==> src/rtl/lut_reg_lut_arbiter.sv <==
// Round-robin front end sharing a three-register AND-reduction pipeline
// among NUM_REQ requesters. Each issued operand is reduced in two LUT-sized
// steps (low SPLIT bits, then the remaining high bits) and the result returns
// on a single in-order response bus tagged with the requester ID.
module lut_reg_lut_arbiter #(
    parameter int NUM_REQ = 4,
    parameter int ID_W    = 2,
    parameter int WIDTH   = 8,
    parameter int SPLIT   = 6
) (
    input  logic                     clock0,
    input  logic                     reset_n,
    input  logic [NUM_REQ-1:0]       req_valid,
    input  logic [NUM_REQ*WIDTH-1:0] req_data,
    output logic [NUM_REQ-1:0]       req_ready,
    input  logic                     drain,
    output logic                     rsp_valid,
    output logic [ID_W-1:0]          rsp_id,
    output logic                     rsp_data,
    output logic [1:0]               inflight,
    output logic                     idle
);

    // First LUT level: reduce the low SPLIT operand bits.
    function automatic logic and_low(input logic [WIDTH-1:0] d);
        return &d[SPLIT-1:0];
    endfunction

    // Second LUT level: merge the partial result with the high bits.
    function automatic logic and_merge(input logic lo, input logic [WIDTH-SPLIT-1:0] hi);
        return lo & (&hi);
    endfunction

    logic [ID_W-1:0]        rr_ptr;
    logic [ID_W-1:0]        grant_idx;
    logic [ID_W-1:0]        scan_idx;
    logic                   grant_hit;
    logic [WIDTH-1:0]       grant_data;

    logic                   vld_p1;
    logic [WIDTH-1:0]       data_p1;
    logic [ID_W-1:0]        id_p1;

    logic                   vld_p2;
    logic                   and_lo_p2;
    logic [WIDTH-SPLIT-1:0] hi_p2;
    logic [ID_W-1:0]        id_p2;

    // Scan requesters starting at rr_ptr; the first valid one wins unless draining.
    always_comb begin
        req_ready = '0;
        grant_idx = '0;
        grant_hit = 1'b0;
        scan_idx  = '0;
        for (int k = 0; k < NUM_REQ; k++) begin
            scan_idx = rr_ptr + ID_W'(k);
            if (!grant_hit && !drain && req_valid[scan_idx]) begin
                grant_hit = 1'b1;
                grant_idx = scan_idx;
            end
        end
        if (grant_hit) begin
            req_ready[grant_idx] = 1'b1;
        end
    end

    assign grant_data = req_data[grant_idx*WIDTH +: WIDTH];

    // Pointer moves just past the granted requester; holds when nothing issues.
    always_ff @(posedge clock0 or negedge reset_n) begin
        if (!reset_n) begin
            rr_ptr <= '0;
        end else if (grant_hit) begin
            rr_ptr <= grant_idx + ID_W'(1);
        end
    end

    // ---- stage 1: capture the granted operand and its requester ID ----
    always_ff @(posedge clock0 or negedge reset_n) begin
        if (!reset_n) begin
            vld_p1  <= 1'b0;
            data_p1 <= '0;
            id_p1   <= '0;
        end else begin
            vld_p1  <= grant_hit;
            data_p1 <= grant_data;
            id_p1   <= grant_idx;
        end
    end

    // ---- stage 2: wide reduction of the low bits, carry the high bits ----
    always_ff @(posedge clock0 or negedge reset_n) begin
        if (!reset_n) begin
            vld_p2    <= 1'b0;
            and_lo_p2 <= 1'b0;
            hi_p2     <= '0;
            id_p2     <= '0;
        end else begin
            vld_p2    <= vld_p1;
            and_lo_p2 <= and_low(data_p1);
            hi_p2     <= data_p1[WIDTH-1:SPLIT];
            id_p2     <= id_p1;
        end
    end

    // ---- stage 3: narrow merge into the registered response ----
    always_ff @(posedge clock0 or negedge reset_n) begin
        if (!reset_n) begin
            rsp_valid <= 1'b0;
            rsp_id    <= '0;
            rsp_data  <= 1'b0;
        end else begin
            rsp_valid <= vld_p2;
            rsp_id    <= id_p2;
            rsp_data  <= and_merge(and_lo_p2, hi_p2);
        end
    end

    assign inflight = {1'b0, vld_p1} + {1'b0, vld_p2} + {1'b0, rsp_valid};
    assign idle     = drain & ~vld_p1 & ~vld_p2 & ~rsp_valid;

endmodule

==> config.mk <==
export PLATFORM = sky130hd
export DESIGN_NAME = lut_reg_lut_arbiter
export DESIGN_NICKNAME = d
export VERILOG_FILES = /design/src/rtl/lut_reg_lut_arbiter.sv
export SDC_FILE = /design/constraint.sdc
export NUM_CORES = 1
export LEC_CHECK = 0
export BUFFER_PORTS_ARGS = -buffer_cell sky130_fd_sc_hd__buf_2
export CAP_MARGIN = 20
export CORE_MARGIN = 1.5
export CORE_UTILIZATION = 50
export CTS_BUF_LIST = sky130_fd_sc_hd__clkbuf_4 sky130_fd_sc_hd__clkbuf_8
export CTS_CLUSTER_DIAMETER = 40
export DETAILED_ROUTE_END_ITERATION = 10
export GPL_TIMING_DRIVEN = 0
export HOLD_SLACK_MARGIN = 0.03
export PLACE_DENSITY = 0.93
export SYNTH_ARGS = -nofsm -noshare
export SYNTH_HDL_FRONTEND = slang
export SYNTH_SLANG_ARGS = --single-unit
==> constraint.sdc <==
create_clock -name clock0 -period 2.1 [get_ports clock0]
set_clock_uncertainty 0.1 [all_clocks]
set_input_delay 0 -clock clock0 [delete_from_list [all_inputs] [get_ports clock0]]
set_output_delay 0 -clock clock0 [all_outputs]
set_load 0.01 [all_outputs]
==> impl_results.md <==
- Syn Area/Cell: 10.69 um2
- Clock sinks: 23
- Final Critical Period: 2.443 ns
- First-pass DRT Iterations: 7
- Worst-case vdd ir drop: 1.000 mV
- Final Non-Filler Cells: 248
- DRC viols: 0
- Lkg Pwr: 1.053 nW
- Detailed placer's ending HPWL: 2.346 mm
- Initial Utilization: 0.5185
- Initial antenna violation count: 0
- Mapped Nets: 158
- Placed cell count: 195
- Yosys Warn Count: 0
- Crit. End Element: output port
- Ant. Diodes: 0
- Register area share after synthesis: 0.4563
- First-pass GRT wire length: 7.127 mm
- Main synth FF type: dfrtp_1
- Total number of vias: 1579
- CTS Buffer Depth: 2
- CTS buffer count: 3
- Critical path class: register to output port
- # setup viols final: 14
- Final hold violation count: 0
- Die Ht: 53.23 um
- Netlist cell types: 37
- Fin worst setup slack: -0.3427 ns
- Layout fillers: 83
- Synth top area share: 0.4563
- Die X: 53.23 um
- EDFF count, synth: 0
- Status: finished, violations left
- Total I/O pin count: 50
- Worst skew pair latency: 0.33 ns
- Synth top area cells: dfrtp_1 (46%), mux2i_1 (7.1%), nand2b_1 (5.0%)
- Via-to-Cell Ratio: 6.367
- Layout cells sized above 1: 0.4817
- Cells after Synth: 118
- Wire length per cell: 23.15 um
- Failing checks: setup timing
- Fmax: 0.4094 GHz
- Core Region: 2432 um2
- H-tree depth: 1
- Finished Cell Area: 2253 um2
- Hold crit path type: primary input to async pin
- Total of max-cap violations: 0
- GRT Resource Usage Total: 0.3710
- Crit path arrival time: 2.34 ns
- CTS root buf: clkbuf_4
- Vias in the first global route: 1382
- GP Congestion: 0.8215
- P&R area growth vs syn: 78.67%
- FF+latch count, synth: 23
- Slew HR: 0.6560
- CTS clk-pin slew, worst paths: 0.15 ns
- Area of the mapped netlist: 1261 um2
- Critical Path RT: 2.00 ns
- Clock power share: 0.087
- Remaining global-route overflow: 0
- Worst Max-Slew Pin Slew: 0.5160 ns
- RSZ-0062 raised after global routing: yes
- Count leader, synth: dfrtp_1
- Total Wirelength: 5.741 mm
- R2r startpoint: rr_ptr[1]
- Die area: 2833 um2
- Nets: 259
- Power per Cell Area: 1151 nW/um2
- Net Sw Frac: 0.4065
- Cell Area, Placed: 1534 um2
- Internal power: 1.539 mW
- Critical Path Start Type: register
- Core Rows: 18
- CTS tree: done
- Largest net degree at the start of global routing: 24
- Post-DRT Antenna Nets: 0
- Slew Limit Fails: 0
- Ys async rst share: 1.000
- Footprint of the multi-input gates: 767.0 um2
- Post-layout util: 0.9264
- Largest area contributor in the netlist: dfrtp_1
- Reg-to-reg slack, setup: -0.32 ns
- Register area: 576.8 um2
- Combinational share of power: 0.646
- R2r endpoint: data_p1[4]
- Worst Setup SP: rr_ptr[1]
- Initial DRC Count: 105
- Net Switching: 1.054 mW
- Synth cell count leaders: dfrtp_1 (23), a21oi_1 (12), nand2b_1 (10)
- Worst reg2reg path depth: 11
- Crit-path max FO: 5
- Place WS: -0.1184 ns
- Seq pwr share: 0.267
- Tcrit/Tclk final: 1.163
- I/O Buffers: 47
## repair_timing
item                                    4_1_cts  5_1_grt
pin swaps                                     7       10
endpoints found under the hold margin        31        0
endpoints found under the setup margin       13       14
hold buffers                                 33        0
cloned                                        1        1
buffers inserted                              5        9
resized for setup                            20       31
## layer usage
| layer | vias up | share of wire | track usage |
|---|---|---|---|
| li1 | 632 | - | - |
| met1 | 748 | 0.35 | 0.4360 |
| met2 | 149 | 0.48 | 0.6152 |
| met3 | 50 | 0.099 | 0.09887 |
| met4 | 0 | 0.071 | 0.1880 |
| met5 | - | 0 | 0 |
## cell usage in the layout, fill, tap and decap left out, types with 2 or more instances in the layout
cell type      synthesis  final
buf_8                  0      2
o21ai_1                0      3
a31oi_1                3      2
a21oi_1               12      9
buf_6                  1      8
dfrtp_1               23     22
a21oi_4                1      3
and3_1                 2      2
nand2b_1              10      8
mux2i_1                9      5
a211o_1                2      2
nor2_1                 4      4
inv_1                  4      4
clkbuf_4               0      3
nand2_1                2      2
buf_2                  3     45
a22oi_1                6      2
inv_2                  2      2
dlygate4sd3_1          0     33
a22oi_2                3      7
mux2i_4                0      3
a211oi_2               2      2
buf_4                  3     13
nand2b_4               0      2
nand3b_1               3      3
## worst max-delay path by stage
stage / end / slack [ns] / cells past startpoint
floorplan: rr_ptr[1] / 0.14 / 8
global placement: data_p1[4] / -0.009 / 8
detailed placement: data_p1[5] / -0.12 / 8
CTS: req_ready[0] / -0.14 / 8
global route: req_ready[0] / -0.40 / 10
finish: req_ready[0] / -0.34 / 10
## sequential cells by signal, indices dropped and copies added (netlist names), 2 cells and up
signal,cells
rr_ptr,2
id_p1,2
data_p1,8
hi_p2,2
id_p2,2
rsp_id,2
## worst max-delay path: stages (launching register included)
cell and delay, ns:
dfrtp_2 0.48, buf_6 0.15, buf_4 0.13, buf_4 0.14, a21oi_1 0.20, o21ai_1 0.16
a21oi_4 0.23, buf_6 0.15, inv_2 0.05, nor3_4 0.17, buf_2 0.15
## layout make-up
type | count | area share
plain buffers | 8 | 0.03942
clock buffers | 3 | 0.009994
repair buffers | 96 | 0.3254
flip-flops and latches | 23 | 0.2560
multi-input cells | 81 | 0.3404
well taps | 30 | 0.01666
inverters | 6 | 0.009994
clock inverters | 1 | 0.002221
## power by group through the flow
stage | Sequential, mW | Combinational [mW] | Clock (mW)
6_report | 0.692 | 1.68 | 0.226
5_1_grt | 0.698 | 1.73 | 0.241
4_1_cts | 0.662 | 1.12 | 0.204
3_5_place_dp | 0.662 | 0.880 | 0
3_3_place_gp | 0.652 | 0.828 | 0
2_1_floorplan | 0.652 | 0.653 | 0
## per-stage QoR
step                      hold WS [ns]  setup TNS, ns  power [mW]
after floorplan                -0.3956              0       1.305
after CTS                      0.07183        -0.4743       1.985
after global routing            0.1153         -3.921       2.670
final                           0.1049         -3.624       2.594
after global placement         -0.1227       -0.02786       1.480
after detailed placement       -0.1086        -0.8720       1.542
## cell families (layout without fill, tap and decap cells)
family / count (synthesis) / after routing / share of synthesized area
muxes: 9 / 9 / 0.07143
and+or+nand+nor: 33 / 33 / 0.1687
adders and majority gates: 1 / 1 / 0.01587
AOI/OAI and AO/OA: 38 / 38 / 0.2282
buffers and inverters: 14 / 114 / 0.05951
DFF: 23 / 23 / 0.4563
Power figures use the tool's default switching activity.
